[src/rtl/dlf_pkg.sv]
// rtl/dlf_pkg.sv - shared constants, next-state operation enum and modulus helpers for the DPLL loop filter
package dlf_pkg;

  localparam int unsigned DLF_WIDTH    = 20;
  localparam int unsigned DLF_K_OFFSET = 4;

  typedef enum logic [2:0] {
    OP_HOLD,
    OP_INC,
    OP_DEC,
    OP_CARRY,
    OP_BORROW,
    OP_CLAMP
  } dlf_op_e;

  // K = 2^(kMode + offset); MAX = K - 1
  function automatic logic [31:0] k_max(input logic [3:0] k_mode,
                                        input int unsigned k_offset = DLF_K_OFFSET);
    return (32'd1 << (32'(k_mode) + k_offset)) - 32'd1;
  endfunction

  function automatic logic [31:0] k_mid(input logic [3:0] k_mode,
                                        input int unsigned k_offset = DLF_K_OFFSET);
    return (32'd1 << (32'(k_mode) + k_offset)) >> 1;
  endfunction

endpackage

[src/rtl/dlf_if.sv]
// rtl/dlf_if.sv - phase-detector/oscillator side signals of the loop filter
interface dlf_if import dlf_pkg::*; #(
  parameter int unsigned WIDTH = DLF_WIDTH
);

  logic             dirSig;
  logic             enable;
  logic [3:0]       kMode;
  logic             carry;
  logic             borrow;
  logic [WIDTH-1:0] count;

  modport master (
    output dirSig, enable, kMode,
    input  carry, borrow, count
  );

  modport slave (
    input  dirSig, enable, kMode,
    output carry, borrow, count
  );

endinterface

[src/rtl/dlf_modulus_decode.sv]
// rtl/dlf_modulus_decode.sv - maps kMode to MAX/MID; with DLF_KMODE_LATCH_EN the modulus is
// latched at reset, on a carry/borrow reload, or while enable is low
module dlf_modulus_decode import dlf_pkg::*; #(
  parameter int unsigned WIDTH    = DLF_WIDTH,
  parameter int unsigned K_OFFSET = DLF_K_OFFSET
) (
  input  logic             clk,
  input  logic             reset,
  input  logic [3:0]       i_kmode,
  input  logic             i_enable,
  input  logic             i_wrap,
  output logic [WIDTH-1:0] o_max,
  output logic [WIDTH-1:0] o_mid,
  output logic [WIDTH-1:0] o_wrap_mid
);

  logic [3:0] w_kmode_eff;

`ifdef DLF_KMODE_LATCH_EN
  logic [3:0] r_kmode;

  always_ff @(posedge clk) begin
    if (!reset || !i_enable || i_wrap) begin
      r_kmode <= i_kmode;
    end
  end

  // Capture cycles see the incoming modulus so the reset/idle value matches what gets latched
  assign w_kmode_eff = (!reset || !i_enable) ? i_kmode : r_kmode;
  assign o_wrap_mid  = WIDTH'(k_mid(i_kmode, K_OFFSET));
`else
  logic w_unused;

  assign w_unused    = &{1'b0, clk, reset, i_enable, i_wrap};
  assign w_kmode_eff = i_kmode;
  assign o_wrap_mid  = o_mid;
`endif

  assign o_max = WIDTH'(k_max(w_kmode_eff, K_OFFSET));
  assign o_mid = WIDTH'(k_mid(w_kmode_eff, K_OFFSET));

endmodule

[src/rtl/dlf.sv]
// rtl/dlf.sv - DPLL K-counter loop filter: up/down count with carry/borrow pulses on wrap.
// Optional macro DLF_KMODE_LATCH_EN latches the modulus only at filter cycle boundaries.
module dlf import dlf_pkg::*; #(
  parameter int unsigned WIDTH    = DLF_WIDTH,
  parameter int unsigned K_OFFSET = DLF_K_OFFSET
) (
  input  logic clk,
  input  logic reset,
  dlf_if.slave bus
);

  logic [WIDTH-1:0] r_count;
  logic             r_carry;
  logic             r_borrow;

  logic [WIDTH-1:0] w_max;
  logic [WIDTH-1:0] w_mid;
  logic [WIDTH-1:0] w_wrap_mid;
  logic             w_wrap;
  dlf_op_e          w_op;

  dlf_modulus_decode #(
    .WIDTH    (WIDTH),
    .K_OFFSET (K_OFFSET)
  ) u_decode (
    .clk        (clk),
    .reset      (reset),
    .i_kmode    (bus.kMode),
    .i_enable   (bus.enable),
    .i_wrap     (w_wrap),
    .o_max      (w_max),
    .o_mid      (w_mid),
    .o_wrap_mid (w_wrap_mid)
  );

  // A shrinking modulus can leave the count above MAX; that reload wins even over hold
  always_comb begin
    w_op = OP_HOLD;
    if (r_count > w_max) begin
      w_op = OP_CLAMP;
    end else if (!bus.enable) begin
      w_op = OP_HOLD;
    end else if (!bus.dirSig) begin
      w_op = (r_count == w_max) ? OP_CARRY : OP_INC;
    end else begin
      w_op = (r_count == '0) ? OP_BORROW : OP_DEC;
    end
  end

  assign w_wrap = (w_op == OP_CARRY) || (w_op == OP_BORROW);

  always_ff @(posedge clk) begin
    if (!reset) begin
      r_count  <= w_mid;
      r_carry  <= 1'b0;
      r_borrow <= 1'b0;
    end else begin
      r_carry  <= 1'b0;
      r_borrow <= 1'b0;
      case (w_op)
        OP_INC:    r_count <= r_count + 1'b1;
        OP_DEC:    r_count <= r_count - 1'b1;
        OP_CARRY: begin
          r_count <= w_wrap_mid;
          r_carry <= 1'b1;
        end
        OP_BORROW: begin
          r_count  <= w_wrap_mid;
          r_borrow <= 1'b1;
        end
        OP_CLAMP:  r_count <= w_mid;
        default:   r_count <= r_count;
      endcase
    end
  end

  assign bus.count  = r_count;
  assign bus.carry  = r_carry;
  assign bus.borrow = r_borrow;

endmodule

[src/flat_wrapper.sv]
// flat-port wrapper written by rule: the top's interface ports become plain ports
module dlf_flat import dlf_pkg::*;
#(
  parameter int unsigned WIDTH    = DLF_WIDTH,
  parameter int unsigned K_OFFSET = DLF_K_OFFSET
)
  (clk, reset, bus_dirSig, bus_enable, bus_kMode, bus_carry, bus_borrow, bus_count);
  dlf_if #(.WIDTH(WIDTH)) bus_i ();
  input  logic clk;
  input  logic reset;
  input wire logic [$bits(bus_i.dirSig)-1:0] bus_dirSig;
  input wire logic [$bits(bus_i.enable)-1:0] bus_enable;
  input wire logic [$bits(bus_i.kMode)-1:0] bus_kMode;
  output wire logic [$bits(bus_i.carry)-1:0] bus_carry;
  output wire logic [$bits(bus_i.borrow)-1:0] bus_borrow;
  output wire logic [$bits(bus_i.count)-1:0] bus_count;
  assign bus_i.dirSig = bus_dirSig;
  assign bus_i.enable = bus_enable;
  assign bus_i.kMode = bus_kMode;
  assign bus_carry = bus_i.carry;
  assign bus_borrow = bus_i.borrow;
  assign bus_count = bus_i.count;
  dlf #(.WIDTH(WIDTH), .K_OFFSET(K_OFFSET)) u_core (.clk(clk), .reset(reset), .bus(bus_i));
endmodule
[config.mk]
export PLATFORM = sky130hd
export DESIGN_NAME = dlf_flat
export DESIGN_NICKNAME = d
export VERILOG_FILES = /design/src/rtl/dlf_pkg.sv /design/src/rtl/dlf_if.sv /design/src/rtl/dlf_modulus_decode.sv /design/src/rtl/dlf.sv /design/src/flat_wrapper.sv
export SDC_FILE = /design/constraint.sdc
export NUM_CORES = 1
export LEC_CHECK = 0
export ABC_CLOCK_PERIOD_IN_PS = 12000
export BUFFER_PORTS_ARGS = -buffer_cell sky130_fd_sc_hd__buf_2
export CAP_MARGIN = 20
export CELL_PAD_IN_SITES_DETAIL_PLACEMENT = 1
export CELL_PAD_IN_SITES_GLOBAL_PLACEMENT = 1
export CORE_MARGIN = 2
export CORE_UTILIZATION = 43
export CTS_CLUSTER_SIZE = 25
export DETAILED_ROUTE_END_ITERATION = 8
export PLACE_DENSITY = 0.85
export SYNTH_ARGS = -nofsm -noshare
export SYNTH_HDL_FRONTEND = slang
export SYNTH_SLANG_ARGS = --single-unit
[constraint.sdc]
create_clock -name clk -period 12 [get_ports clk]
set_input_delay 2.4 -clock clk [delete_from_list [all_inputs] [get_ports clk]]
set_output_delay 2.4 -clock clk [all_outputs]
set_load 0.01 [all_outputs]
After elaboration in Yosys (flattened, before gate mapping)
Index checks and enable logic that the tools add are counted.
- output and inout bits: 22
- word-level logic and storage cells: 27
- flip-flop bits (word level): 22
- muxes and demuxes: 9
- eq/ne operators: 7
- shift operators: 1
- reductions and logical operators: 2
- magnitude comparators: 1
- add/sub/neg operators: 4
- operator list (operator ; number):
    case mux 20 bit (3 select lines) ; 1
    subtractor 20 x 1 -> 20 bit, second input constant ; 2
    << shifter 1 x 5 -> 21 bit, first input constant ; 1
    adder 20 x 1 -> 20 bit, second input constant ; 1
    == test 20 bit ; 1
    > comparator 20 bit ; 1
    zero test 20 bit ; 1
    two-way mux 20 bit ; 1
    two-way mux 3 bit ; 4
    == test 3 x 2 -> 1 bit, second input constant ; 2
    == test 3 bit, second input constant ; 2
    adder 4 x 3 -> 5 bit, second input constant ; 1
    != test 4 x 2 -> 1 bit, second input constant ; 1
    == test 3 x 1 -> 1 bit, second input constant ; 1
    OR reduction 3 bit ; 1
    two-way mux 1 bit ; 2
    two-way mux 2 bit ; 1

Depth between registers and ports, before layout
- word-level depth: 12
- gate-level depth with buffers: 31
- depth with buffers taken out: 26

By module
From an unflattened synthesis, not the netlist that was laid out.
- cells, all modules: 397
- area total of the unflattened synthesis: 3223.1 um2
- by module, submodules not included (module ; area an instance (um2) ; seq. area each (um2) ; cells an instance ; times used):
    dlf ; 2488.6 ; 640.6 ; 283 ; 1
    dlf_modulus_decode ; 734.5 ; 0.0 ; 114 ; 1

Least setup slack after synthesis
OpenSTA, ideal clock, no wires.
- path type: input-to-reg
- from: input bus_kMode[2]
- to: register u_core.r_count[15], in the netlist u_core.bus.count[15] (data pin)
- slack: 3671 ps
- path buffers: 4
- stages: 28
- setup time: 258 ps
- data arrival time: 8070 ps
- cell sequence: clkbuf_1 > inv_1 > ha_1 > clkbuf_1 > nor2_1 > clkbuf_1 > nand3_1 > ha_1 > clkbuf_1 > inv_1 > or3_1 > a21oi_1 > a31oi_1 > ha_1 > nand4_2 > nor4_2 > and4_1 > a31oi_2 > or3_1 > inv_1 > ha_1 > a211oi_1 > o211ai_1 > nand2_1 > o31ai_1 > a221oi_1 > xor2_1 > o21ai_1
- longest elaborated chain between the ends: 12
- elaborated cells between the ends (all ways): 17
- ends and longest elaborated chain (item ; RTL line ; RTL):
    from (decl) ; flat_wrapper.sv:13 ; input wire logic [$bits(bus_i.kMode)-1:0] bus_kMode;
    adder 4 x 3 -> 5 bit * ; dlf_pkg.sv:19, dlf_pkg.sv:24 ;
    << shifter 1 x 5 -> 21 bit * ; dlf_pkg.sv:19 ; return (32'd1 << (32'(k_mode) + k_offset)) - 32'd1;
    branches (longest 9 deep; another with subtractor 20 x 1 -> 20 bit) ; n/a ;
    two-way mux 20 bit * ; dlf.sv:53 ; if (!reset) begin
    to (signal assigned) ; dlf.sv:54 ; r_count <= w_mid;
    to (signal assigned) ; dlf.sv:61 ; OP_INC: r_count <= r_count + 1'b1;
    to (signal assigned) ; dlf.sv:62 ; OP_DEC: r_count <= r_count - 1'b1;
    to (decl) ; dlf.sv:12 ; logic [WIDTH-1:0] r_count;
Mark *: on every way between the ends.
A chain may end at the register's enable or synchronous reset.

Final worst setup path
- from: input bus_kMode[2]
- to: register u_core.r_count[18], in the netlist u_core.bus.count[18] (data pin)
The elaborated chain is that of the path after synthesis.

==> impl_metrics.csv <==
group,metric,value,unit
outcome,status,"complete, no violations",
grt,track_usage,25.44,%
placement,dp_worst_setup_slack,2.550,ns
timing,rsz0062_at_grt,"no",
final_layout,finish.utilization,48.04,%
final_layout,drive_above_1_share,11.78,%
worst_hold_path,min_to,"u_core.bus.borrow$_SDFF_PN0_",
yosys,yosysWarnings,0,
critical_path,rr_worst_depth,15,
critical_path,crit_fanout,20,
routing,dr.pass1.iters,4,
grt,grt_max_degree,40,
clocking,clkLatencyLatePin,0.27,ns
floorplan,start_util,44.24,%
worst_hold_path,whs_path_depth,4,
final_layout,regArea,640.6,um^2
critical_path,rrSetupSlack,7.16,ns
timing,setup-tns-final,0,ns
power_and_ir_drop,power_switching,0.3629,mW
routing,routed_wl,8.968,mm
final_layout,instances_no_fill,442,
timing,finalSetupViolations,0,
floorplan,die-area,7195,um^2
yosys,synthArstFlopShare,0,%
placement,dp_hpwl,7.099,mm
timing,slew_headroom,32.64,%
final_layout,fillers,812,
critical_path,timing.rr.start,"u_core.bus.count[18]$_DFFE_PP_",
timing,hold_violations,0,
final_layout,syn2layout_area_growth,8.597,%
critical_path,criticalPathCategory,"input pin to flip-flop",
timing,layout_worst_path_cycle_share,77.76,%
clocking,ctsHtreeMaxLevel,1,
yosys,synth_cell_type_count,53,
power_and_ir_drop,power_density,230.6,nW/um^2
placement,placed_cells,438,
clocking,hold_buffers,0,
final_layout,multi_input_area,2042,um^2
clocking,cts_sinks,22,
timing,tightest_slew,1.007,ns
clocking,cts_resized,0,
critical_path,worstPathArrival,9.34,ns
critical_path,max_stage_delay,0.82,ns
power_and_ir_drop,clock_power_share,7.8,%
critical_path,cp.required,12.01,ns
critical_path,path_depth,25,
clocking,numCtsBuffers,3,
yosys,syn_avg_cell_area,8.142,um^2
critical_path,path_buf_inv,3,
clocking,cts_max_path_buffers,2,
placement,place_area,2995,um^2
yosys,ys_ff_latch,22,
placement,gp_congestion,0.8940,
floorplan,num_rows,29,
power_and_ir_drop,max-vdd-ir-drop,0.08871,mV
power_and_ir_drop,p_leak,1.332,nW
power_and_ir_drop,internal_power,0.3405,mW
final_layout,final_cell_area,3050,um^2
floorplan,pin_count,30,
routing,drcViolationCount,0,
routing,wl_per_cell,20.29,um
yosys,synth_edf_count,20,
routing,num_vias,2810,
final_layout,finalNetCount,420,
power_and_ir_drop,seqPwrFrac,26.1,%
critical_path,cp_slowest_cell,"nor2_1",
clocking,root_buffer,"clkbuf_8",
power_and_ir_drop,finalPower,0.7034,mW
timing,drv_slew,0,
floorplan,coreArea,6350,um^2
routing,drtIter0Drc,210,
grt,grt-ovfl-total,0,
timing,max_freq,0.1072,GHz
critical_path,worstSetupEndpointType,"flip-flop",
timing,layout_min_cycle_time,9.331,ns
yosys,seq_area_frac_synth,22.81,%
yosys,syn_nets,399,
power_and_ir_drop,combPwrFrac,66.2,%
floorplan,dieHeight,84.83,um
timing,fin_skew,0.003587,ns
routing,ant_nets,0,
critical_path,startpoint_type,"input pin",
timing,hold_slack,0.8861,ns
power_and_ir_drop,sw_frac_of_total,51.59,%
yosys,synthFlopType,"edfxtp_1",
clocking,cts_tree,"yes",
clocking,post_cts_buffers,0,
placement,io_buffers,29,
yosys,synth_area,2809,um^2
floorplan,die_w,84.83,um
clocking,clkTransAtPathRegs,0.08,ns
yosys,syn_inst,345,
timing,setup_slack,2.669,ns
worst_hold_path,holdCritPathClass,"flip-flop to flip-flop",
critical_path,rr_endpoint,"u_core.bus.count[18]$_DFFE_PP_",
routing,avgViaCountPerCell,6.357,
grt,antenna_found_initial,0,
worst_hold_path,min_from,"u_core.bus.count[2]$_DFFE_PP_",
final_layout,diodes,0,
flow_run,drv_cap,0,
critical_path,crit_family,"compound AO/OA/AOI/OAI gates",
grt,grt_pass1_wl,14.74,mm
grt,grt_pass1_vias,2917,
==> area by class of cell <==
class | count | area share, %
repair buffers | 30 | 5.004
flip-flops and latches | 22 | 21.00
inverters | 17 | 2.092
well taps | 77 | 3.158
clock buffers | 4 | 1.805
multi-input cells | 292 | 66.94
==> how the worst max path moves through the flow <==
| stage | start | end | slack (ns) |
|---|---|---|---|
| final | bus_kMode[2] | u_core.bus.count[18]$_DFFE_PP_ | 2.67 |
| after global routing | bus_kMode[2] | u_core.bus.count[11]$_DFFE_PP_ | 2.13 |
| after CTS | bus_kMode[2] | u_core.bus.count[15]$_DFFE_PP_ | 2.81 |
| after detailed placement | bus_kMode[2] | u_core.bus.count[15]$_DFFE_PP_ | 2.55 |
| after global placement | bus_kMode[2] | u_core.bus.count[15]$_DFFE_PP_ | 3.01 |
| after floorplan | bus_kMode[2] | u_core.bus.count[15]$_DFFE_PP_ | 3.67 |
==> layout by cell type, fill, tap and decap left out, types with 2 or more instances in the layout <==
cell type and instances:
a211o_1 2, a21o_1 4, a21oi_1 32, a221oi_1 2, a31oi_1 4, and2_1 3
and3_1 2, buf_2 29, clkbuf_8 4, dfxtp_1 2, edfxtp_1 20, ha_1 45
inv_1 17, mux2i_1 2, nand2_1 30, nand2b_1 6, nand3_1 19, nand3b_1 3
nand4_1 12, nor2_1 18, nor2b_1 6, nor3_1 11, nor4_1 3, nor4b_1 2
o211ai_1 6, o21a_1 2, o21ai_0 11, o21ai_1 20, o21bai_1 3, o31ai_1 4
or3_1 5, xnor2_1 7, xor2_1 9
==> worst reg2reg max path, cell delays in order, from the launching register on <==
cell,delay [ns]
edfxtp_1,0.50
ha_1,0.38
a21oi_1,0.15
nand2_1,0.08
a221oi_1,0.47
a31oi_2,0.24
or3_1,0.46
inv_1,0.50
ha_1,0.44
a21o_1,0.21
a21oi_1,0.24
o21ba_2,0.18
a21oi_1,0.09
o31ai_1,0.38
xor2_1,0.19
o21ai_1,0.07
==> registers in the layout, indices dropped and copies added (netlist names) <==
name,cells
u_core.bus.carry,1
u_core.bus.borrow,1
u_core.bus.count,20
==> synth_stat cells (all sizes together), types with 5 or more instances <==
cell type | instances | share of area (%)
ha | 45 | 20
a21oi | 32 | 5.7
o21ai | 31 | 5.5
nand2 | 30 | 4.0
edfxtp | 20 | 21
nand3 | 19 | 3.4
nor2 | 18 | 2.4
inv | 17 | 2.3
nand4 | 13 | 3.1
nor3 | 11 | 2.0
clkbuf | 10 | 1.3
xor2 | 9 | 2.8
o211ai | 7 | 2.0
xnor2 | 7 | 2.2
nand2b | 6 | 1.3
nor2b | 6 | 1.3
a31oi | 5 | 1.3
or3 | 5 | 1.1
==> logic make-up (layout without fill, tap and decap cells) <==
group	count (synthesis)	after routing	share of synthesized area, %
AO/OA/AOI/OAI	102	102	22.49
multiplexers	2	2	0.7127
buffers and inverters	31	51	4.499
flip-flops	22	22	22.81
AND/OR/NAND/NOR	126	126	23.74
adder cells (fa/ha/maj)	46	46	20.76
XOR/XNOR	16	16	4.989
==> layer usage <==
metal | routed length (um) | global-route usage [%]
met5 | 0 | 0
met2 | 4482 | 44.52
met3 | 258 | 0.8755
met4 | 190 | 8.225
met1 | 4037 | 34.02
==> power groups by stage <==
stage / sequential (mW) / clock [mW] / combinational (mW)
floorplan: 0.174 / 0 / 0.325
global placement: 0.184 / 0 / 0.434
detailed placement: 0.185 / 0 / 0.457
CTS: 0.183 / 0.0547 / 0.463
global route: 0.188 / 0.0583 / 0.519
finish: 0.184 / 0.0546 / 0.465
Power figures use the tool's default switching activity.
